## src/rtl/decoder_il_stage.sv

```systemverilog
// decoder_il_stage: one-entry registered decoder for OP-IMM, LOAD and OP-IMM-32 with illegal counting.
`ifndef DECODER_OPER_DEFS
`define DECODER_OPER_DEFS
`define OPER_T logic [4:0]
`define OP_NOP    5'd0
`define OP_ADDI   5'd1
`define OP_SLTI   5'd2
`define OP_SLTIU  5'd3
`define OP_XORI   5'd4
`define OP_ORI    5'd5
`define OP_ANDI   5'd6
`define OP_SLLI   5'd7
`define OP_SRLI   5'd8
`define OP_SRAI   5'd9
`define OP_LB     5'd10
`define OP_LH     5'd11
`define OP_LW     5'd12
`define OP_LBU    5'd13
`define OP_LHU    5'd14
`define OP_LWU    5'd15
`define OP_LD     5'd16
`define OP_ADDIW  5'd17
`define OP_SLLIW  5'd18
`define OP_SRLIW  5'd19
`define OP_SRAIW  5'd20
`endif

module decoder_il_stage #(
  parameter int XLEN  = 32,
  parameter int CNT_W = 16
) (
  input  logic             clk,
  input  logic             rst,
  input  logic             flush,
  input  logic             in_valid,
  output logic             in_ready,
  input  logic [31:0]      inst,
  output logic             out_valid,
  input  logic             out_ready,
  output `OPER_T           op,
  output logic [XLEN-1:0]  imm,
  output logic [4:0]       rs1,
  output logic [4:0]       rd,
  output logic             illegal,
  output logic [CNT_W-1:0] illegal_cnt
);
  logic [2:0]       f3;
  logic             sh_ok, is_sh, dec_ill, in_xfer, out_xfer;
  logic [XLEN-1:0]  sext, zsh, dec_imm;
  `OPER_T           dec_op;
  logic             valid_d, valid_q, ill_d, ill_q;
  `OPER_T           op_d, op_q;
  logic [XLEN-1:0]  imm_d, imm_q;
  logic [4:0]       rs1_d, rs1_q, rd_d, rd_q;
  logic [CNT_W-1:0] cnt_d, cnt_q;

  assign f3    = inst[14:12];
  assign sext  = {{(XLEN-12){inst[31]}}, inst[31:20]};
  // legal shifts always have inst[25]=0 except RV64 6-bit shamt, so one extension covers all
  assign zsh   = {{(XLEN-6){1'b0}}, inst[25:20]};
  assign sh_ok = (XLEN == 64) || !inst[25];

  always_comb begin
    dec_op = `OP_NOP;
    is_sh  = 1'b0;
    case (inst[6:0])
      7'b0010011: case (f3)
        3'b000: dec_op = `OP_ADDI;
        3'b010: dec_op = `OP_SLTI;
        3'b011: dec_op = `OP_SLTIU;
        3'b100: dec_op = `OP_XORI;
        3'b110: dec_op = `OP_ORI;
        3'b111: dec_op = `OP_ANDI;
        3'b001: begin
          is_sh  = 1'b1;
          dec_op = (sh_ok && inst[31:26] == 6'b000000) ? `OP_SLLI : `OP_NOP;
        end
        3'b101: begin
          is_sh  = 1'b1;
          dec_op = !sh_ok ? `OP_NOP :
                   inst[31:26] == 6'b000000 ? `OP_SRLI :
                   inst[31:26] == 6'b010000 ? `OP_SRAI : `OP_NOP;
        end
        default: ;
      endcase
      7'b0000011: case (f3)
        3'b000: dec_op = `OP_LB;
        3'b001: dec_op = `OP_LH;
        3'b010: dec_op = `OP_LW;
        3'b100: dec_op = `OP_LBU;
        3'b101: dec_op = `OP_LHU;
        3'b110: dec_op = (XLEN == 64) ? `OP_LWU : `OP_NOP;
        3'b011: dec_op = (XLEN == 64) ? `OP_LD : `OP_NOP;
        default: ;
      endcase
      7'b0011011: if (XLEN == 64) case (f3)
        3'b000: dec_op = `OP_ADDIW;
        3'b001: begin
          is_sh  = 1'b1;
          dec_op = (inst[31:25] == 7'b0000000) ? `OP_SLLIW : `OP_NOP;
        end
        3'b101: begin
          is_sh  = 1'b1;
          dec_op = inst[31:25] == 7'b0000000 ? `OP_SRLIW :
                   inst[31:25] == 7'b0100000 ? `OP_SRAIW : `OP_NOP;
        end
        default: ;
      endcase
      default: ;
    endcase
  end

  assign dec_ill  = (dec_op == `OP_NOP);
  assign dec_imm  = dec_ill ? '0 : is_sh ? zsh : sext;
  assign in_ready = !flush && (!valid_q || out_ready);
  assign in_xfer  = in_valid && in_ready;
  assign out_xfer = valid_q && out_ready;

  always_comb begin
    valid_d = flush ? 1'b0 : in_xfer ? 1'b1 : out_xfer ? 1'b0 : valid_q;
    op_d    = in_xfer ? dec_op : op_q;
    imm_d   = in_xfer ? dec_imm : imm_q;
    rs1_d   = in_xfer ? inst[19:15] : rs1_q;
    rd_d    = in_xfer ? inst[11:7] : rd_q;
    ill_d   = in_xfer ? dec_ill : ill_q;
    cnt_d   = (in_xfer && dec_ill && !(&cnt_q)) ? cnt_q + 1'b1 : cnt_q;
  end

  always_ff @(posedge clk or posedge rst) begin
    if (rst) begin
      valid_q <= 1'b0;
      op_q    <= `OP_NOP;
      imm_q   <= '0;
      rs1_q   <= '0;
      rd_q    <= '0;
      ill_q   <= 1'b0;
      cnt_q   <= '0;
    end else begin
      valid_q <= valid_d;
      op_q    <= op_d;
      imm_q   <= imm_d;
      rs1_q   <= rs1_d;
      rd_q    <= rd_d;
      ill_q   <= ill_d;
      cnt_q   <= cnt_d;
    end
  end

  assign out_valid   = valid_q;
  assign op          = op_q;
  assign imm         = imm_q;
  assign rs1         = rs1_q;
  assign rd          = rd_q;
  assign illegal     = ill_q;
  assign illegal_cnt = cnt_q;
endmodule

```

## config.mk

```make
export PLATFORM = sky130hd
export DESIGN_NAME = decoder_il_stage
export DESIGN_NICKNAME = d
export VERILOG_FILES = /design/src/rtl/decoder_il_stage.sv
export SDC_FILE = /design/constraint.sdc
export NUM_CORES = 1
export LEC_CHECK = 0
export ABC_AREA = 1
export CAP_MARGIN = 20
export CORE_ASPECT_RATIO = 0.75
export CORE_MARGIN = 3
export CORE_UTILIZATION = 44
export DETAILED_ROUTE_END_ITERATION = 6
export PLACE_DENSITY_LB_ADDON = 0.12
export SYNTH_ARGS = -nofsm -noshare
export SYNTH_HDL_FRONTEND = slang
export SYNTH_SLANG_ARGS = --single-unit
```

## constraint.sdc

```tcl
create_clock -name clk -period 2.35 [get_ports clk]
set_input_delay 0.705 -clock clk [delete_from_list [all_inputs] [get_ports clk]]
set_output_delay 0.705 -clock clk [all_outputs]
set_load 0.03 [all_outputs]
```

==> results of run 1 <==
==> routing by layer <==
| metal | wire length, um | global-route usage, % | vias up |
|---|---|---|---|
| li1 | - | - | 1258 |
| met1 | 3090 | 27.5 | 1131 |
| met2 | 2860 | 31.2 | 92 |
| met3 | 543 | 4.12 | 4 |
| met4 | 40 | 3.79 | 0 |
| met5 | 0 | 0 | - |
==> final cells by class <==
type | instances | area, um2
clock inverters | 3 | 46.3
flip-flops and latches | 44 | 1100
multi-input cells | 236 | 1210
repair buffers | 119 | 1190
fillers | 457 | 1700
clock buffers | 5 | 68.8
well taps | 75 | 93.8
inverters | 38 | 143
==> kinds of logic (layout without fill, tap and decap cells) <==
| logic type | Yosys count | after routing | synth area share [%] |
|---|---|---|---|
| flops | 44 | 44 | 41.7 |
| simple gates | 203 | 204 | 34.7 |
| xor+xnor | 14 | 14 | 4.65 |
| fa+ha+maj | 1 | 1 | 0.474 |
| buf+inv | 69 | 165 | 13.8 |
| other cells | 1 | 1 | 0.142 |
| mux | 6 | 6 | 2.28 |
| compound gates | 10 | 10 | 2.28 |
==> sequential cells by signal, summed over array words and instances, names as in the netlist <==
name,count
illegal,1
illegal_cnt,16
rd,5
out_valid,1
op,4
imm,12
rs1,5
==> what timing repair did <==
item	4_1_cts	5_1_grt
endpoints found under the setup margin	0	50
hold buffers	0	0
buffers inserted	0	1
resized for setup	0	12
==> synth_stat cells (all sizes together) <==
| master | n |
|---|---|
| nand2 | 128 |
| dfrtp | 44 |
| inv | 38 |
| buf | 31 |
| nor2 | 29 |
| nand4 | 19 |
| nand3 | 17 |
| xor2 | 9 |
| nor3 | 8 |
| o21ai | 7 |
| mux2i | 6 |
| xnor2 | 5 |
| a21oi | 2 |
| nand3b | 2 |
| a21boi | 1 |
| conb | 1 |
| ha | 1 |
==> worst paths after layout <==
path,from,endpoint,depth (start not counted),slack (ns)
setup reg to reg,illegal_cnt[0]$_DFFE_PP0P_,illegal_cnt[10]$_DFFE_PP0P_,8,0.35
max in group asynchronous,rst,op[1]$_DFFE_PP0P_,3,1.14
setup / recovery,out_ready,in_ready,6,0.08
hold reg to reg,rd[3]$_DFFE_PP0P_,rd[3]$_DFFE_PP0P_,2,0.49
hold / removal,rd[3]$_DFFE_PP0P_,rd[3]$_DFFE_PP0P_,2,0.49
min in group asynchronous,rst,rd[0]$_DFFE_PP0P_,2,0.73
==> worst min-delay path, cell delays in order (launching register included) <==
cell and delay (ns):
sky130_fd_sc_hd__dfrtp_1 0.35, sky130_fd_sc_hd__nand2_1 0.05, sky130_fd_sc_hd__nand2_1 0.06
==> report_power, final <==
| part | switching (mW) | internal [mW] | total [mW] |
|---|---|---|---|
| combinational | 0.361 | 0.283 | 0.643 |
| sequential | 0.0659 | 0.832 | 0.898 |
| clock | 0.269 | 0.320 | 0.589 |
| total | 0.695 | 1.44 | 2.13 |
==> impl_metrics.tcl, run 1 <==
set metrics [dict create \
    global_route.usage.total_pct 19.5 \
    dp_worst_setup_slack_ns -0.261 \
    postSynthRegisterBits 44 \
    worstSetupStartpointType "input port" \
    vias 2485 \
    finalHoldWorstSlack_ns 0.486 \
    cts_tree "yes" \
    ctsRootBufferMaster "sky130_fd_sc_hd__clkbuf_8" \
    final-instance-count-excl-fill 520 \
    grt_first_pass_wirelength_um 10900 \
    detailed_place_hpwl_um 4900 \
    final_antenna_net_count 0 \
    placement_rows 23 \
    nNetsFinal 482 \
    synth_sequential_area_ratio_pct 41.7 \
    cts_buffers 5 \
    synth.lib_cells_used.distinct 27 \
    htree_num_levels 2 \
    end_kind "output pin" \
    fin_crit_sh_pct 96.5 \
    total_power_mw 2.13 \
    number_of_global_route_vias_before_repair 2331 \
    die_width_um 95.4 \
    synthesis.nets 386 \
    critPathRequiredTime_ns 1.64 \
    syn_area_per_cell_um2 7.58 \
    clk_pin_slew_worst_paths_ns 0.09 \
    synthesis.instances 348 \
    synth.cell_area_um2 2640 \
    placement.io_buffers 101 \
    initial_utilization_pct 47.5 \
    fin_util_pct 69.3 \
    grt_overflow_total 0 \
    achievable-frequency_ghz 0.441 \
    crit_type "input port to output pin" \
    cp_buf_inv_count 4 \
    worst_vdd_ir_v 0.000339 \
    final_max_slew_viol_count 0 \
    cts-root-to-sink-buffers 2 \
    yosys_top_cell_area_share_pct 41.7 \
    post_dp_cell_area_um2 3670 \
    antenna_found_initial 0 \
    timing.final.crit_period_ns 2.27 \
    synth-warning-count 0 \
    dp.cells 510 \
    status "finished clean" \
    drt_iter0_drc 135 \
    netlist.top_cell.by_area "sky130_fd_sc_hd__dfrtp_1" \
    grt_max_degree 33 \
    final_area_um2 3850 \
    cp_top_family "buffers and inverters" \
    wl_um 6530 \
    final_cell_mix "sky130_fd_sc_hd__nand2_1, sky130_fd_sc_hd__clkdlybuf4s50_1, sky130_fd_sc_hd__dfrtp_1" \
    count_of_final_hold_check_violations 0 \
    viasPerCell 4.78 \
    die-area_um2 6970 \
    cp_cell_sequence "clkdlybuf4s50_1 -> inv_1 -> nand2_1 -> inv_1 -> nor2_2 -> buf_4" \
    tns_ns 0 \
    cpMostUsedCell "sky130_fd_sc_hd__inv_1" \
    final_common_cell "sky130_fd_sc_hd__nand2_1" \
    floorplan.die.height_um 73.1 \
    synth_area_leaders "sky130_fd_sc_hd__dfrtp_1, sky130_fd_sc_hd__nand2_1, sky130_fd_sc_hd__buf_4, sky130_fd_sc_hd__inv_1, sky130_fd_sc_hd__nand4_1" \
    layout-drive-gt1-share_pct 9.89 \
    placeableCoreArea_um2 5550 \
    dr.pass1.iters 5 \
    area_delta_synth_final_pct 45.9 \
    worst-endpoint-arrival_ns 1.56 \
    wl_per_cell_um 12.6 \
    fin_ws_ns 0.0816 \
    holdCritPathClass "register to register" \
    setup_viol 0 \
    layout_skew_ns 0.0104 \
    critical_path_peak_fanout 2 \
    power_density_nw_per_um2 553 \
    gp_weighted_congestion 0.866 \
    critPathMaxStageDelay_ns 0.45 \
    clock_latency_ns 0.30 \
    design.portCount 103 \
    post-route-drc-count 0 \
    cap_viol_max_count 0 \
    cts.sinks 44 \
    antennaDiodeCount 0 \
    power.static_leakage_nw 2.11 \
    critical-path-slowest-cell "sky130_fd_sc_hd__clkdlybuf4s50_1" \
]
Power figures use the tool's default switching activity.
==> run 2: changes to the inputs <==
--- a/config.mk
+++ b/config.mk
@@ -9,3 +9,3 @@
 export CAP_MARGIN = 20
-export CORE_ASPECT_RATIO = 0.75
+export CORE_ASPECT_RATIO = 1.4
 export CORE_MARGIN = 3
--- a/constraint.sdc
+++ b/constraint.sdc
@@ -3,2 +3,2 @@
 set_output_delay 0.705 -clock clk [all_outputs]
-set_load 0.03 [all_outputs]
+set_load 0.005 [all_outputs]
==> run 2 against run 1 <==
  * Total power down 6.5%
  * Combinational power down 24%
  * Clock-buffer cell count unchanged
  * Largest cell class unchanged
==> impl_metrics.tcl, run 2 (synthesis results as in run 1) <==
set metrics [dict create \
    worst-endpoint-arrival_ns 2.42 \
    critPathRequiredTime_ns 2.53 \
    wl_um 6930 \
    antennaDiodeCount 0 \
    nFillCells 489 \
    layout-drive-gt1-share_pct 11.0 \
    critPathMaxStageDelay_ns 0.45 \
    placement_rows 32 \
    finalHoldWorstSlack_ns 0.482 \
    crit_type "input port to register" \
    clk_pin_slew_worst_paths_ns 0.08 \
    fin_crit_sh_pct 95.0 \
    htree_num_levels 2 \
    grt_max_degree 33 \
    end_kind "register" \
    layout_skew_ns 0.0163 \
    cp_top_family "simple AND/OR/NAND/NOR gates" \
    power_density_nw_per_um2 520 \
    dr.pass1.iters 4 \
    post-route-drc-count 0 \
    design.portCount 103 \
    viasPerCell 4.95 \
    status "finished clean" \
    antenna_found_initial 0 \
    clock_latency_ns 0.30 \
    cts_buffers 5 \
    vias 2535 \
    worst_vdd_ir_v 0.000627 \
    achievable-frequency_ghz 0.448 \
    cap_viol_max_count 0 \
    area.sequential_um2 1100 \
    placeableCoreArea_um2 5650 \
    max_reg_flops 16 \
    nNetsFinal 481 \
    global_route.usage.total_pct 20.0 \
    cp_buf_inv_count 3 \
    drt_iter0_drc 111 \
    final_cell_mix "sky130_fd_sc_hd__nand2_1, sky130_fd_sc_hd__clkdlybuf4s50_1, sky130_fd_sc_hd__dfrtp_1" \
    cpMostUsedCell "sky130_fd_sc_hd__nand2_1" \
    grt_overflow_total 0 \
    multi_input_logic_area_um2 1220 \
    die_width_um 71.5 \
    cts_hold_buffers 0 \
    holdCritPathClass "register to register" \
    count_of_final_hold_check_violations 0 \
    initial_utilization_pct 46.7 \
    cp_cell_sequence "clkdlybuf4s50_1 -> buf_6 -> nor3_2 -> nor2_2 -> nand2_1 -> nand2_1 -> nor2_4 -> buf_4 -> nand4_4 -> nand2_1 -> nand2_1" \
    gp_weighted_congestion 0.871 \
    setup_viol 0 \
    critical_path_peak_fanout 8 \
    final_max_slew_viol_count 0 \
    final_antenna_net_count 0 \
    die-area_um2 6980 \
    worstSetupStartpointType "input port" \
    critical-path-slowest-cell "sky130_fd_sc_hd__clkdlybuf4s50_1" \
    cts-root-to-sink-buffers 2 \
    grt_setup_unrepaired "false" \
    area_delta_synth_final_pct 45.3 \
    wl_per_cell_um 13.5 \
    cts.sinks 44 \
    power.static_leakage_nw 1.97 \
    timing.final.crit_period_ns 2.23 \
    placement.io_buffers 101 \
    cts_tree "yes" \
    ctsRootBufferMaster "sky130_fd_sc_hd__clkbuf_8" \
    total_power_mw 1.99 \
    detailed_place_hpwl_um 5020 \
    floorplan.die.height_um 97.6 \
    grt_first_pass_wirelength_um 11300 \
    final_common_cell "sky130_fd_sc_hd__nand2_1" \
    number_of_global_route_vias_before_repair 2457 \
]
## run 2: timing repair
item                                    CTS  global route
resized for setup                         1            15
cloned                                    0             1
setup buffers                             0             2
pin swaps                                 0             4
endpoints found under the setup margin    1            49
endpoints found under the hold margin     0             0
## run 2: path summary, 6_finish.rpt
| check | from | to | slack, ns | depth (start not counted) |
|---|---|---|---|---|
| worst max register to register | illegal_cnt[0]$_DFFE_PP0P_ | illegal_cnt[1]$_DFFE_PP0P_ | 0.39 | 8 |
| worst min-delay path | rs1[2]$_DFFE_PP0P_ | rs1[2]$_DFFE_PP0P_ | 0.48 | 2 |
| worst max-delay path | inst[13] | illegal_cnt[4]$_DFFE_PP0P_ | 0.12 | 11 |
| max in group asynchronous | rst | illegal_cnt[13]$_DFFE_PP0P_ | 1.14 | 3 |
| worst min register to register | rs1[2]$_DFFE_PP0P_ | rs1[2]$_DFFE_PP0P_ | 0.48 | 2 |
| min in group asynchronous | rst | rd[3]$_DFFE_PP0P_ | 0.71 | 2 |
## run 2: through the flow
stage | setup TNS, ns | cell area [um2] | cells | setup WS, ns | utilization (%)
after global routing | 0 | 3830 | 512 | 0.0110 | 67.9
after CTS | 0 | 3760 | 509 | 0.00651 | 66.7
after global placement | -4.47 | 3650 | 501 | -0.263 | 64.7
after floorplan | 0 | 2640 | 348 | 0.428 | -
after detailed placement | -7.19 | 3650 | 501 | -0.273 | 64.7
final | 0 | 3830 | 512 | 0.117 | 67.9
## run 2: layout make-up
class / instances / area share [%]
clock inverter: 3 / 1.21
sequential: 44 / 28.7
timing repair buffer: 118 / 30.4
multi-input combinational: 236 / 31.9
clock buffer: 5 / 1.79
tap: 68 / 2.22
inverter: 38 / 3.72
## run 2: per-layer routing
| metal | global-route usage, % | vias to the layer above | wire [um] |
|---|---|---|---|
| met5 | 0 | - | 0 |
| met4 | 5.93 | 0 | 99 |
| met3 | 3.62 | 8 | 387 |
| met2 | 35.5 | 76 | 3670 |
| met1 | 24.0 | 1195 | 2770 |
| li1 | - | 1256 | - |
## run 2: where the power goes
group | leakage (nW) | internal [mW] | switching [mW] | total, mW
Clock | 0.0548 | 0.321 | 0.288 | 0.609
Combinational | 1.33 | 0.282 | 0.207 | 0.489
Sequential | 0.580 | 0.832 | 0.0627 | 0.895
## run 2: worst reg2reg max path: stages (launching register included)
cell                       delay (ns)
sky130_fd_sc_hd__dfrtp_1         0.42
sky130_fd_sc_hd__ha_1            0.22
sky130_fd_sc_hd__nand3_1         0.18
sky130_fd_sc_hd__nor3_4          0.24
sky130_fd_sc_hd__nand3_2         0.12
sky130_fd_sc_hd__nand3b_4        0.33
sky130_fd_sc_hd__nand4_4         0.26
sky130_fd_sc_hd__nand2_1         0.07
sky130_fd_sc_hd__nand2_1         0.07
==> run 3: changes to the inputs <==
- CORE_UTILIZATION: 44 -> 63
- DONT_BUFFER_PORTS: default -> 1
==> run 3 against run 2 <==
  * Maximum frequency up 12%
  * Clock-buffer cell count stayed put
  * Sequential share of layout area up 13 points
  * Final area fell by 32%
  * Largest power group unchanged
  * Combinational power down 56%
  * Setup slack improved by 0.24 ns
  * Sequential power increased by 2.6%
  * Critical path depth fell by 3
  * First-iteration DRC count down 15%
  * Clock skew down 0.0085 ns
==> impl_metrics.tcl, run 3 (synthesis results as in run 1) <==
set metrics [dict create \
    status "finished clean" \
    final_max_slew_viol_count 0 \
    design.portCount 103 \
    nFillCells 353 \
    placeableCoreArea_um2 3990 \
    grt_max_degree 33 \
    count_of_final_hold_check_violations 0 \
    critPathRequiredTime_ns 2.59 \
    dr.pass1.iters 4 \
    placement.io_buffers 0 \
    gp_weighted_congestion 0.882 \
    cts-root-to-sink-buffers 2 \
    clk_pin_slew_worst_paths_ns 0.09 \
    multi_input_logic_area_um2 1170 \
    placement_rows 27 \
    timing.final.crit_period_ns 1.99 \
    final_common_cell "sky130_fd_sc_hd__nand2_1" \
    critical_path_peak_fanout 17 \
    final_cell_mix "sky130_fd_sc_hd__nand2_1, sky130_fd_sc_hd__dfrtp_1, sky130_fd_sc_hd__inv_1" \
    drt_iter0_drc 94 \
    cts_hold_buffers 0 \
    cts_buffers 5 \
    area.sequential_um2 1100 \
    area_delta_synth_final_pct -0.569 \
    vias 2022 \
    worst-endpoint-arrival_ns 2.23 \
    initial_utilization_pct 66.2 \
    die-area_um2 5010 \
    cts.repair_timing.setup_buffer_count 0 \
    post_cts_resize_count 0 \
    grt_overflow_total 0 \
    switching_share_pct 28.5 \
    floorplan.die.height_um 82.6 \
    achievable-frequency_ghz 0.501 \
    antennaDiodeCount 0 \
    dp.cells 365 \
    power.share.combinational_pct 12.6 \
    crit_type "register to register" \
    nNetsFinal 367 \
    max_reg_flops 16 \
    slew_headroom_pct 39.6 \
    setup_viol 0 \
    number_of_global_route_vias_before_repair 1903 \
    post-route-drc-count 0 \
    die_width_um 60.7 \
    grt_first_pass_wirelength_um 8180 \
    power.static_leakage_nw 1.52 \
    cap_viol_max_count 0 \
    grt_setup_unrepaired "false" \
    net-switching-power_mw 0.493 \
    clock_latency_ns 0.30 \
    ctsRootBufferMaster "sky130_fd_sc_hd__clkbuf_8" \
    htree_num_levels 2 \
    worstSetupStartpointType "register" \
    fin_crit_sh_pct 84.9 \
    global_route.usage.total_pct 21.6 \
    wl_um 5310 \
    internal-power_mw 1.23 \
    final_antenna_net_count 0 \
    actual_slew_at_the_worst_max_slew_pin_ns 0.901 \
    detailed_place_hpwl_um 3980 \
    power_density_nw_per_um2 659 \
    end_kind "register" \
    viasPerCell 5.42 \
    cts_tree "yes" \
    share_seq_of_total_power_pct 53.1 \
    antenna_found_initial 0 \
    worst_vdd_ir_v 0.000489 \
    holdCritPathClass "input port to asynchronous set/reset pin" \
    power.clock.fraction_pct 34.3 \
    cts.sinks 44 \
    tns_ns 0 \
    layout-drive-gt1-share_pct 7.88 \
    final-instance-count-excl-fill 373 \
    layout_skew_ns 0.00785 \
    wl_per_cell_um 14.2 \
]
[run 3: through the flow]
step	util [%]	power (mW)	hold slack, ns	cell area, um2	worst slack [ns]
after floorplan	-	1.11	0.472	2640	0.428
after global placement	62.9	1.15	0.464	2510	0.185
after detailed placement	62.9	1.15	0.467	2510	0.134
after CTS	65.8	1.74	0.392	2620	0.339
after global routing	65.8	1.83	0.404	2620	0.156
final	65.8	1.73	0.368	2620	0.355
[run 3: cell type report]
| type | count | share of cell area [%] |
|---|---|---|
| clock inverter | 3 | 1.76 |
| timing repair buffer | 5 | 1.43 |
| multi-input combinational | 235 | 44.7 |
| tap | 43 | 2.05 |
| clock buffer | 5 | 2.62 |
| sequential | 44 | 42.0 |
| inverter | 38 | 5.44 |
[run 3: final timing paths]
path | from | end | slack, ns | cells past startpoint
setup / recovery | illegal_cnt[0]$_DFFE_PP0P_ | illegal_cnt[12]$_DFFE_PP0P_ | 0.36 | 8
hold / removal | rst | illegal_cnt[2]$_DFFE_PP0P_ | 0.37 | 1
setup reg to reg | illegal_cnt[0]$_DFFE_PP0P_ | illegal_cnt[12]$_DFFE_PP0P_ | 0.36 | 8
hold reg to reg | imm[30]$_DFFE_PP0P_ | imm[30]$_DFFE_PP0P_ | 0.49 | 2
max in group asynchronous | rst | imm[0]$_DFFE_PP0P_ | 1.37 | 2
min in group clk | flush | out_valid$_DFFE_PP0P_ | 0.47 | 1
[run 3: power groups by stage]
| stage | registers, mW | logic (mW) | clock network (mW) |
|---|---|---|---|
| after floorplan | 0.910 | 0.196 | 0 |
| after global placement | 0.935 | 0.212 | 0 |
| after detailed placement | 0.934 | 0.220 | 0 |
| after CTS | 0.921 | 0.221 | 0.603 |
| after global routing | 0.935 | 0.257 | 0.635 |
| final | 0.918 | 0.217 | 0.592 |
[run 3: critical path, cell delays in order (launching register included)]
cell and delay, ns:
sky130_fd_sc_hd__dfrtp_1 0.46, sky130_fd_sc_hd__ha_1 0.22, sky130_fd_sc_hd__nand3_1 0.15, sky130_fd_sc_hd__nor3_4 0.23, sky130_fd_sc_hd__nand3_2 0.12, sky130_fd_sc_hd__nand3b_4 0.30, sky130_fd_sc_hd__nand4_4 0.28, sky130_fd_sc_hd__nand2_1 0.08
sky130_fd_sc_hd__nand2_1 0.07
[run 3: per-layer routing]
| layer | track usage, % | vias up | part of all wire [%] |
|---|---|---|---|
| li1 | - | 1024 | - |
| met1 | 24.4 | 935 | 39 |
| met2 | 39.5 | 59 | 54 |
| met3 | 5.29 | 4 | 6.4 |
| met4 | 6.07 | 0 | 0.83 |
| met5 | 0 | - | 0 |
==> patch (settings of run 3) <==
`XLEN`: 32 -> 64.
--- a/src/rtl/decoder_il_stage.sv
+++ b/src/rtl/decoder_il_stage.sv
@@ -27,5 +27,5 @@
 
 module decoder_il_stage #(
-  parameter int XLEN  = 32,
+  parameter int XLEN  = 64,
   parameter int CNT_W = 16
 ) (
Interface: changed (resized imm); port bits go from 103 to 135. The function was not compared with the original's and may differ.
==> patch against run 3 <==
Worst hold slack lost 0.0041 ns. Clock power grew 16%. Synthesized area grew 11%. Design area grew 6.2%. Utilization shrank 1.7 points. Power grew 6.0%. Routed wire length grew 20%. Sequential cell count grew 1. Setup slack lost 0.058 ns. Via count grew 15%. Highest routed layer unchanged.
==> patch: results (changes against run 3) <==
Synth
  – Synth area leaders: sky130_fd_sc_hd__dfrtp_1 (38%), sky130_fd_sc_hd__nand2_1 (19%), sky130_fd_sc_hd__buf_4 (13%)
  – Post-synthesis mux area share: 0% (-2.3 points)
  – Ranking of synthesized cells by instance count: sky130_fd_sc_hd__nand2_1 (149), sky130_fd_sc_hd__buf_4 (52), sky130_fd_sc_hd__dfrtp_1 (45)
  – Synth cell types: 24 (-11%)
  – Fraction of synthesized cell area in xor and xnor cells: 4.18% (-0.47 points)
  – Fraction of the mapped netlist area in compound gates: 3.84% (+1.6 points)
  – Synth Area per Inst: 7.12 µm² (-6.0%)

Placement
  – Final HPWL DP: 4890 µm (+23%)
  – Number of placed cells counting well taps: 418 (+15%)
  – Post-placement cell area: 2650 µm² (+5.6%)

Worst setup path
  – Worst path arrival time: 2.29 ns (+0.06 ns)
  – Worst flop-to-flop path endpoint: illegal_cnt[9]$_DFFE_PP0P_
  – Highest net fanout along the worst path: 16 (-1)
  – Cell count of the worst reg-to-reg path: 9 (+1)
  – Beginning of the worst register-to-register path: illegal_cnt[1]$_DFFE_PP0P_

Outcome
  – Result of the run: finished clean

Global route
  – Maximum number of pins on one net before global-route repair: 54 (+64%)
  – Total Routing Usage GR: 23.7% (+2.1 points)
  – Number of global-route vias before repair: 2,193 (+15%)

STA
  – Fin Clk Skew: 0.00426 ns (-0.00359 ns)
  – Worst-margin pin slew: 0.622 ns (-0.279 ns)

Routing
  – DRT iter0 DRCs: 74 (-21%)
  – Detail-routed via count per cell: 5.47 (+0.85%)
  – Routed WL per cell: 15.0 µm (+5.2%)

Pwr
  – Worst vdd rail ir drop: 0.000418 V (-14%)

Finish
  – Nets@finish: 403 (+9.8%)
## patch: kinds of logic after synthesis
logic type,count (synthesis)
and+or+nand+nor,235
buffers and inverters,95
DFF,45
AOI/OAI and AO/OA,22
xor gates and xnor gates,14
adders and majority gates,1
## patch: worst min-delay path by stage
stage / endpoint / depth (start not counted)
2_1_floorplan: rd[0]$_DFFE_PP0P_ / 2
5_1_grt: imm[6]$_DFFE_PP0P_ / 1
4_1_cts: illegal_cnt[13]$_DFFE_PP0P_ / 1
3_3_place_gp: rd[0]$_DFFE_PP0P_ / 2
3_5_place_dp: rs1[1]$_DFFE_PP0P_ / 2
6_report: imm[5]$_DFFE_PP0P_ / 1
## patch: worst max-delay path, stage by stage (launching register included)
cell                      delay [ns]
sky130_fd_sc_hd__dfrtp_1        0.44
sky130_fd_sc_hd__ha_1           0.22
sky130_fd_sc_hd__nand3_1        0.13
sky130_fd_sc_hd__nor2_2         0.22
sky130_fd_sc_hd__nand2_1        0.09
sky130_fd_sc_hd__nor2_2         0.15
sky130_fd_sc_hd__nand3_2        0.22
sky130_fd_sc_hd__nand4_2        0.37
sky130_fd_sc_hd__nand2_1        0.09
sky130_fd_sc_hd__nand2_1        0.07
## patch: area by class of cell
class / count / area [µm²]
Fill cell: 403 / 1560
Multi-Input combinational cell: 272 / 1230
Sequential cell: 45 / 1130
Inverter: 31 / 116
Timing Repair Buffer: 10 / 100
Tap cell: 60 / 75.1
Clock buffer: 5 / 68.8
Clock inverter: 3 / 68.8
## patch: power by group through the flow
| stage | Clock, mW | Sequential [mW] | Combinational, mW |
|---|---|---|---|
| 3_3_place_gp | 0 | 0.940 | 0.214 |
| 4_1_cts | 0.706 | 0.926 | 0.220 |
| 6_report | 0.689 | 0.925 | 0.219 |
| 5_1_grt | 0.735 | 0.934 | 0.251 |
| 3_5_place_dp | 0 | 0.942 | 0.219 |
| 2_1_floorplan | 0 | 0.916 | 0.190 |
## patch: metal layers
| metal | track usage [%] | up-vias | share of wire, % |
|---|---|---|---|
| met5 | 0 | - | 0 |
| met4 | 6.88 | 0 | 1.7 |
| met3 | 6.23 | 10 | 6.8 |
| met2 | 41.2 | 91 | 50 |
| met1 | 28.9 | 1087 | 41 |
| li1 | - | 1141 | - |
## patch: stage by stage
stage	hold slack [ns]	utilization, %
2_1_floorplan	0.472	-
3_3_place_gp	0.493	61.0
3_5_place_dp	0.498	61.0
4_1_cts	0.383	64.1
5_1_grt	0.418	64.1
6_report	0.364	64.1
